## src/rtl/fifo_pkg.sv

```systemverilog
// Shared FIFO defaults and the pointer-width helper.
package fifo_pkg;

   localparam int unsigned FIFO_WIDTH = 16;
   localparam int unsigned FIFO_DEPTH = 8;

   // Address bits needed to index n entries, never less than one.
   function automatic int unsigned ptr_width(input int unsigned n);
      return (n > 1) ? $clog2(n) : 1;
   endfunction

endpackage

```

## src/rtl/fifo_if.sv

```systemverilog
// FIFO handshake bundle. Optional FIFO_ERR_FLAGS_EN adds overflow_o/underflow_o.
interface fifo_if
   import fifo_pkg::*;
#(
   parameter int unsigned width = FIFO_WIDTH,
   parameter int unsigned depth = FIFO_DEPTH
) ();

   localparam int unsigned cnt_w = $clog2(depth + 1);

   logic [width-1:0] dato_i;
   logic             push_i;
   logic             pop_i;
   logic [width-1:0] dato_o;
   logic             full_o;
   logic             empty_o;
   logic [cnt_w-1:0] count_o;
`ifdef FIFO_ERR_FLAGS_EN
   logic             overflow_o;
   logic             underflow_o;

   modport master (
      output dato_i, push_i, pop_i,
      input  dato_o, full_o, empty_o, count_o, overflow_o, underflow_o
   );
   modport slave (
      input  dato_i, push_i, pop_i,
      output dato_o, full_o, empty_o, count_o, overflow_o, underflow_o
   );
`else
   modport master (
      output dato_i, push_i, pop_i,
      input  dato_o, full_o, empty_o, count_o
   );
   modport slave (
      input  dato_i, push_i, pop_i,
      output dato_o, full_o, empty_o, count_o
   );
`endif

endinterface

```

## src/rtl/fifo_mem.sv

```systemverilog
// FIFO storage: one synchronous write port, one asynchronous read port, no reset.
module fifo_mem
   import fifo_pkg::*;
#(
   parameter int unsigned width = FIFO_WIDTH,
   parameter int unsigned depth = FIFO_DEPTH,
   localparam int unsigned aw   = ptr_width(depth)
) (
   input  logic             clk,
   input  logic             we,
   input  logic [aw-1:0]    waddr,
   input  logic [width-1:0] wdata,
   input  logic [aw-1:0]    raddr,
   output logic [width-1:0] rdata
);

   logic [width-1:0] mem [depth];

   always_ff @(posedge clk) begin
      if (we) mem[waddr] <= wdata;
   end

   assign rdata = mem[raddr];

endmodule

```

## src/rtl/fifo.sv

```systemverilog
// First-word-fall-through FIFO with any depth 2..256 and synchronous active-low reset.
// Optional FIFO_ERR_FLAGS_EN adds sticky overflow/underflow flags.
module fifo
   import fifo_pkg::*;
#(
   parameter int unsigned width = FIFO_WIDTH,
   parameter int unsigned depth = FIFO_DEPTH
) (
   input logic   clk,
   input logic   rst_n,
   fifo_if.slave bus
);

   localparam int unsigned aw = ptr_width(depth);
   localparam int unsigned cw = $clog2(depth + 1);
   localparam logic [aw-1:0] last_ptr = aw'(depth - 1);
   localparam logic [aw-1:0] ptr_one  = aw'(1);
   localparam logic [cw-1:0] full_cnt = cw'(depth);
   localparam logic [cw-1:0] cnt_one  = cw'(1);

   logic [aw-1:0]    wr_ptr_q, wr_ptr_d;
   logic [aw-1:0]    rd_ptr_q, rd_ptr_d;
   logic [cw-1:0]    count_q, count_d;
   logic             full, empty;
   logic             do_push, do_pop;
   logic [width-1:0] rd_data;

   assign full    = (count_q == full_cnt);
   assign empty   = (count_q == '0);
   assign do_pop  = bus.pop_i & ~empty;
   // A pop on the same edge frees the slot, so a full FIFO still takes the push.
   assign do_push = bus.push_i & (~full | bus.pop_i);

   always_comb begin
      wr_ptr_d = wr_ptr_q;
      rd_ptr_d = rd_ptr_q;
      count_d  = count_q;
      if (do_push) wr_ptr_d = (wr_ptr_q == last_ptr) ? '0 : wr_ptr_q + ptr_one;
      if (do_pop)  rd_ptr_d = (rd_ptr_q == last_ptr) ? '0 : rd_ptr_q + ptr_one;
      unique case ({do_push, do_pop})
         2'b10:   count_d = count_q + cnt_one;
         2'b01:   count_d = count_q - cnt_one;
         default: count_d = count_q;
      endcase
   end

   always_ff @(posedge clk) begin
      if (!rst_n) begin
         wr_ptr_q <= '0;
         rd_ptr_q <= '0;
         count_q  <= '0;
      end else begin
         wr_ptr_q <= wr_ptr_d;
         rd_ptr_q <= rd_ptr_d;
         count_q  <= count_d;
      end
   end

   fifo_mem #(
      .width(width),
      .depth(depth)
   ) u_mem (
      .clk  (clk),
      .we   (do_push & rst_n),
      .waddr(wr_ptr_q),
      .wdata(bus.dato_i),
      .raddr(rd_ptr_q),
      .rdata(rd_data)
   );

   assign bus.dato_o  = empty ? '0 : rd_data;
   assign bus.full_o  = full;
   assign bus.empty_o = empty;
   assign bus.count_o = count_q;

`ifdef FIFO_ERR_FLAGS_EN
   logic overflow_q, underflow_q;

   always_ff @(posedge clk) begin
      if (!rst_n) begin
         overflow_q  <= 1'b0;
         underflow_q <= 1'b0;
      end else begin
         if (bus.push_i & full & ~bus.pop_i) overflow_q  <= 1'b1;
         if (bus.pop_i & empty)              underflow_q <= 1'b1;
      end
   end

   assign bus.overflow_o  = overflow_q;
   assign bus.underflow_o = underflow_q;
`endif

endmodule

```

## src/flat_wrapper.sv

```systemverilog
// flat-port wrapper written by rule: the top's interface ports become plain ports
module fifo_flat import fifo_pkg::*;
#(
   parameter int unsigned width = FIFO_WIDTH,
   parameter int unsigned depth = FIFO_DEPTH
)
  (clk, rst_n, bus_dato_i, bus_push_i, bus_pop_i, bus_dato_o, bus_full_o, bus_empty_o, bus_count_o);
  fifo_if #(.width(width), .depth(depth)) bus_i ();
  input logic clk;
  input logic rst_n;
  input wire logic [$bits(bus_i.dato_i)-1:0] bus_dato_i;
  input wire logic [$bits(bus_i.push_i)-1:0] bus_push_i;
  input wire logic [$bits(bus_i.pop_i)-1:0] bus_pop_i;
  output wire logic [$bits(bus_i.dato_o)-1:0] bus_dato_o;
  output wire logic [$bits(bus_i.full_o)-1:0] bus_full_o;
  output wire logic [$bits(bus_i.empty_o)-1:0] bus_empty_o;
  output wire logic [$bits(bus_i.count_o)-1:0] bus_count_o;
  assign bus_i.dato_i = bus_dato_i;
  assign bus_i.push_i = bus_push_i;
  assign bus_i.pop_i = bus_pop_i;
  assign bus_dato_o = bus_i.dato_o;
  assign bus_full_o = bus_i.full_o;
  assign bus_empty_o = bus_i.empty_o;
  assign bus_count_o = bus_i.count_o;
  fifo #(.width(width), .depth(depth)) u_core (.clk(clk), .rst_n(rst_n), .bus(bus_i));
endmodule
```

## config.mk

```make
export PLATFORM = sky130hd
export DESIGN_NAME = fifo_flat
export DESIGN_NICKNAME = d
export VERILOG_FILES = /design/src/rtl/fifo_pkg.sv /design/src/rtl/fifo_if.sv /design/src/rtl/fifo_mem.sv /design/src/rtl/fifo.sv /design/src/flat_wrapper.sv
export SDC_FILE = /design/constraint.sdc
export NUM_CORES = 1
export LEC_CHECK = 0
export BUFFER_PORTS_ARGS = -buffer_cell sky130_fd_sc_hd__buf_2
export CAP_MARGIN = 20
export CORE_UTILIZATION = 35
export DETAILED_ROUTE_END_ITERATION = 8
export PLACE_DENSITY_LB_ADDON = 0.3
export SYNTH_ARGS = -nofsm -noshare
export SYNTH_HDL_FRONTEND = slang
export SYNTH_SLANG_ARGS = --single-unit
```

## constraint.sdc

```tcl
create_clock -name clk -period 3.3 [get_ports clk]
set_input_delay 0.495 -clock clk [delete_from_list [all_inputs] [get_ports clk]]
set_output_delay 0.495 -clock clk [all_outputs]
set_load 0.01 [all_outputs]
```

==> results.yml <==
logic_synthesis:
  syn-num-nets: 309
  synth_cell_types: 37
  ys_seq_area_frac: 0.731
  synth_edf_count: 128
  syn_area_um2: 5610
  yosys_warnings: 0
  synthArstFlopShare: 0
  synth_area_per_cell_um2: 19.8
  synth_ff_type: "edfxtp_1"
  netlist_instances: 283
  ys_ff_latch: 141
global_route:
  grt_overflow: 0
  grt_max_degree: 25
  grt_pass1_wl_mm: 16.7
  antenna_found_initial: 0
  grt_pass1_vias: 2932
  grt_use_total: 0.143
worst_setup_path:
  critPathCaptureType: "primary output"
  crit_path_start_kind: "flop"
  crit_slowest_cell: "dfxtp_2"
  r2r_cells: 6
  crit_family: "multiplexers"
  crit_type: "flop to primary output"
  cp_max_fo: 24
  cp.buffers_inverters: 2
  cp.arrival_ns: 2.22
  path_cells: "buf_12, mux4_2, mux2i_1, nor2_1, buf_2"
  r2r-start: "u_core.bus.count_o[0]"
  ff2ff_setup_slack_ns: 0.89
  critical_path_depth: 5
  reg2reg_to: "u_core.bus.count_o[3]"
  crit_end: "bus_dato_o[3]"
  critPathMaxStageDelay_ns: 0.54
  cp.required_ns: 2.80
detailed_routing:
  dr.pass1.iters: 4
  routed_wl_mm: 10.7
  vias_per_cell: 4.90
  drc: 0
  num_vias: 2771
  drt-initial-drc-count: 214
  avgRoutedWirePerCell_um: 18.9
  drtAntennaViolNets: 0
timing:
  tightest_slew_ns: 0.921
  rsz0062_at_grt: "no"
  whs_ns: 0.351
  finalSetupTns_ns: 0
  setup_viol: 0
  fin_crit_ns: 2.72
  fin_crit_sh: 0.824
  fin_ws_ns: 0.582
  fin_skew_ns: 0.00711
  fmax_mhz: 368
  finalHoldViolCount: 0
  slew_headroom: 0.385
  drv_slew: 0
floorplan:
  fp.dieH_um: 129
  die_w_um: 129
  fp-row-count: 45
  die-area_um2: 16500
  start_util: 0.364
  ios: 42
  fp.coreArea_um2: 15400
cts:
  htreeDepth: 4
  clk_pin_slew_worst_paths_ns: 0.05
  cts_tree: "done"
  cts.repair.resized: 0
  insertion_delay_ns: 0.42
  clock_path_buffers: 2
  cts.sinks: 141
  cts_setup_buffers: 0
  cts_inserted_buffers: 17
  root_buffer: "clkbuf_16"
  cts-hold-fix-buffers: 0
final_layout:
  areaGrowthSynthToFinish_pct: 19.8
  stdcell_area_um2: 6730
  final_nets: 369
  layout.cells.non_filler: 565
  antenna_cells: 0
  utilization: 0.436
  drive_above_1_share: 0.370
power:
  p_sw_mw: 1.22
  irDropWorstVdd_mv: 0.420
  seqPwrFrac: 0.435
  p_int_mw: 3.56
  finalPower_mw: 4.78
  p_leak_nw: 2.22
  swShare: 0.256
  powerDensity_nw_per_um2: 711
  pwr-share-clk: 0.371
  comb_power_share: 0.194
place:
  dpl.hpwl_mm: 6.29
  dpl_cell_area_um2: 6170
  pre_cts_ws_ns: 0.906
  port_buffers: 41
  dp.cells: 535
  globalplace.congestion: 0.675
outcome:
  outcome: "completed"
hold_path:
  hold_depth: 1
  hp-class: "input pin to flop"
flow_run:
  drv_cap: 0
[power groups by stage]
stage,Clock [mW],Combinational (mW),Sequential (mW)
after global routing,1.88,1.03,2.09
final,1.77,0.929,2.08
after CTS,1.82,0.963,2.08
after floorplan,0,0.668,2.08
after global placement,0,0.949,2.11
after detailed placement,0,0.958,2.12
[state kept, by name, indices dropped and copies added (netlist names), named ones only]
signal	cells
u_core.wr_ptr_q	3
u_core.rd_ptr_q	3
u_core.bus.count_o	4
u_core.u_mem.mem	128
[cells by family after synthesis]
family | after synthesis | synth area share
xor gates and xnor gates | 2 | 0.00312
adders and majority gates | 6 | 0.0134
muxes | 53 | 0.166
and+or+nand+nor | 55 | 0.0586
buffers and inverters | 17 | 0.0154
DFF | 141 | 0.731
AOI/OAI and AO/OA | 9 | 0.0123
[how the worst min path moves through the flow]
stage | slack, ns | endpoint | from
6_report | 0.35 | u_core.u_mem.mem[7][6] | bus_dato_i[6]
3_5_place_dp | 0.50 | u_core.wr_ptr_q[0] | u_core.wr_ptr_q[0]
5_1_grt | 0.35 | u_core.u_mem.mem[1][9] | bus_dato_i[9]
3_3_place_gp | 0.50 | u_core.wr_ptr_q[0] | u_core.wr_ptr_q[0]
2_1_floorplan | 0.48 | flop | u_core.rd_ptr_q[0]
4_1_cts | 0.33 | u_core.u_mem.mem[3][9] | bus_dato_i[9]
[cells in the mapped netlist (all sizes together) (5+ instances only)]
| library cell | n | share of area |
|---|---|---|
| nor4 | 5 | 0.0082 |
| mux4 | 32 | 0.13 |
| edfxtp | 128 | 0.68 |
| mux2i | 21 | 0.037 |
| nor2b | 6 | 0.0067 |
| nand2 | 6 | 0.0054 |
| nor2 | 17 | 0.011 |
| dfxtp | 13 | 0.046 |
| ha | 6 | 0.013 |
| clkbuf | 5 | 0.0033 |
| buf | 9 | 0.010 |
[area by class of cell]
class                   count  area (um2)
clock buffers              17         425
clock inverters            13         128
well taps                 211         264
fillers                  1371        8700
flip-flops and latches    141        4110
repair buffers             55         323
inverters                   3        11.3
multi-input cells         125        1470
[placed cells by master, fill, tap and decap left out, types with 2 or more instances in the layout]
master and count:
edfxtp_1 128, buf_2 41, mux4_2 32, mux2i_1 21, nor2_1 17, clkbuf_16 17
buf_4 13, dfxtp_1 12, nor2b_1 6, ha_1 6, nand2_1 5, nor4_2 4
inv_1 3, nand2b_1 3, nand3_1 3, a21oi_1 3, clkinv_4 3, clkinv_2 3
clkinv_1 3, nor3_2 2, nor4b_2 2, a21boi_0 2, nand4b_1 2, or3b_2 2
clkinvlp_4 2, bufinv_16 2
[metal layers]
metal | track usage | vias to the layer above | part of all wire | routed length (um)
li1 | - | 1268 | - | -
met1 | 0.169 | 1427 | 0.41 | 4410
met2 | 0.245 | 62 | 0.53 | 5610
met3 | 0.0320 | 14 | 0.044 | 467
met4 | 0.0747 | 0 | 0.018 | 189
met5 | 0 | - | 0 | 0
(Power assumes the default switching activity.)
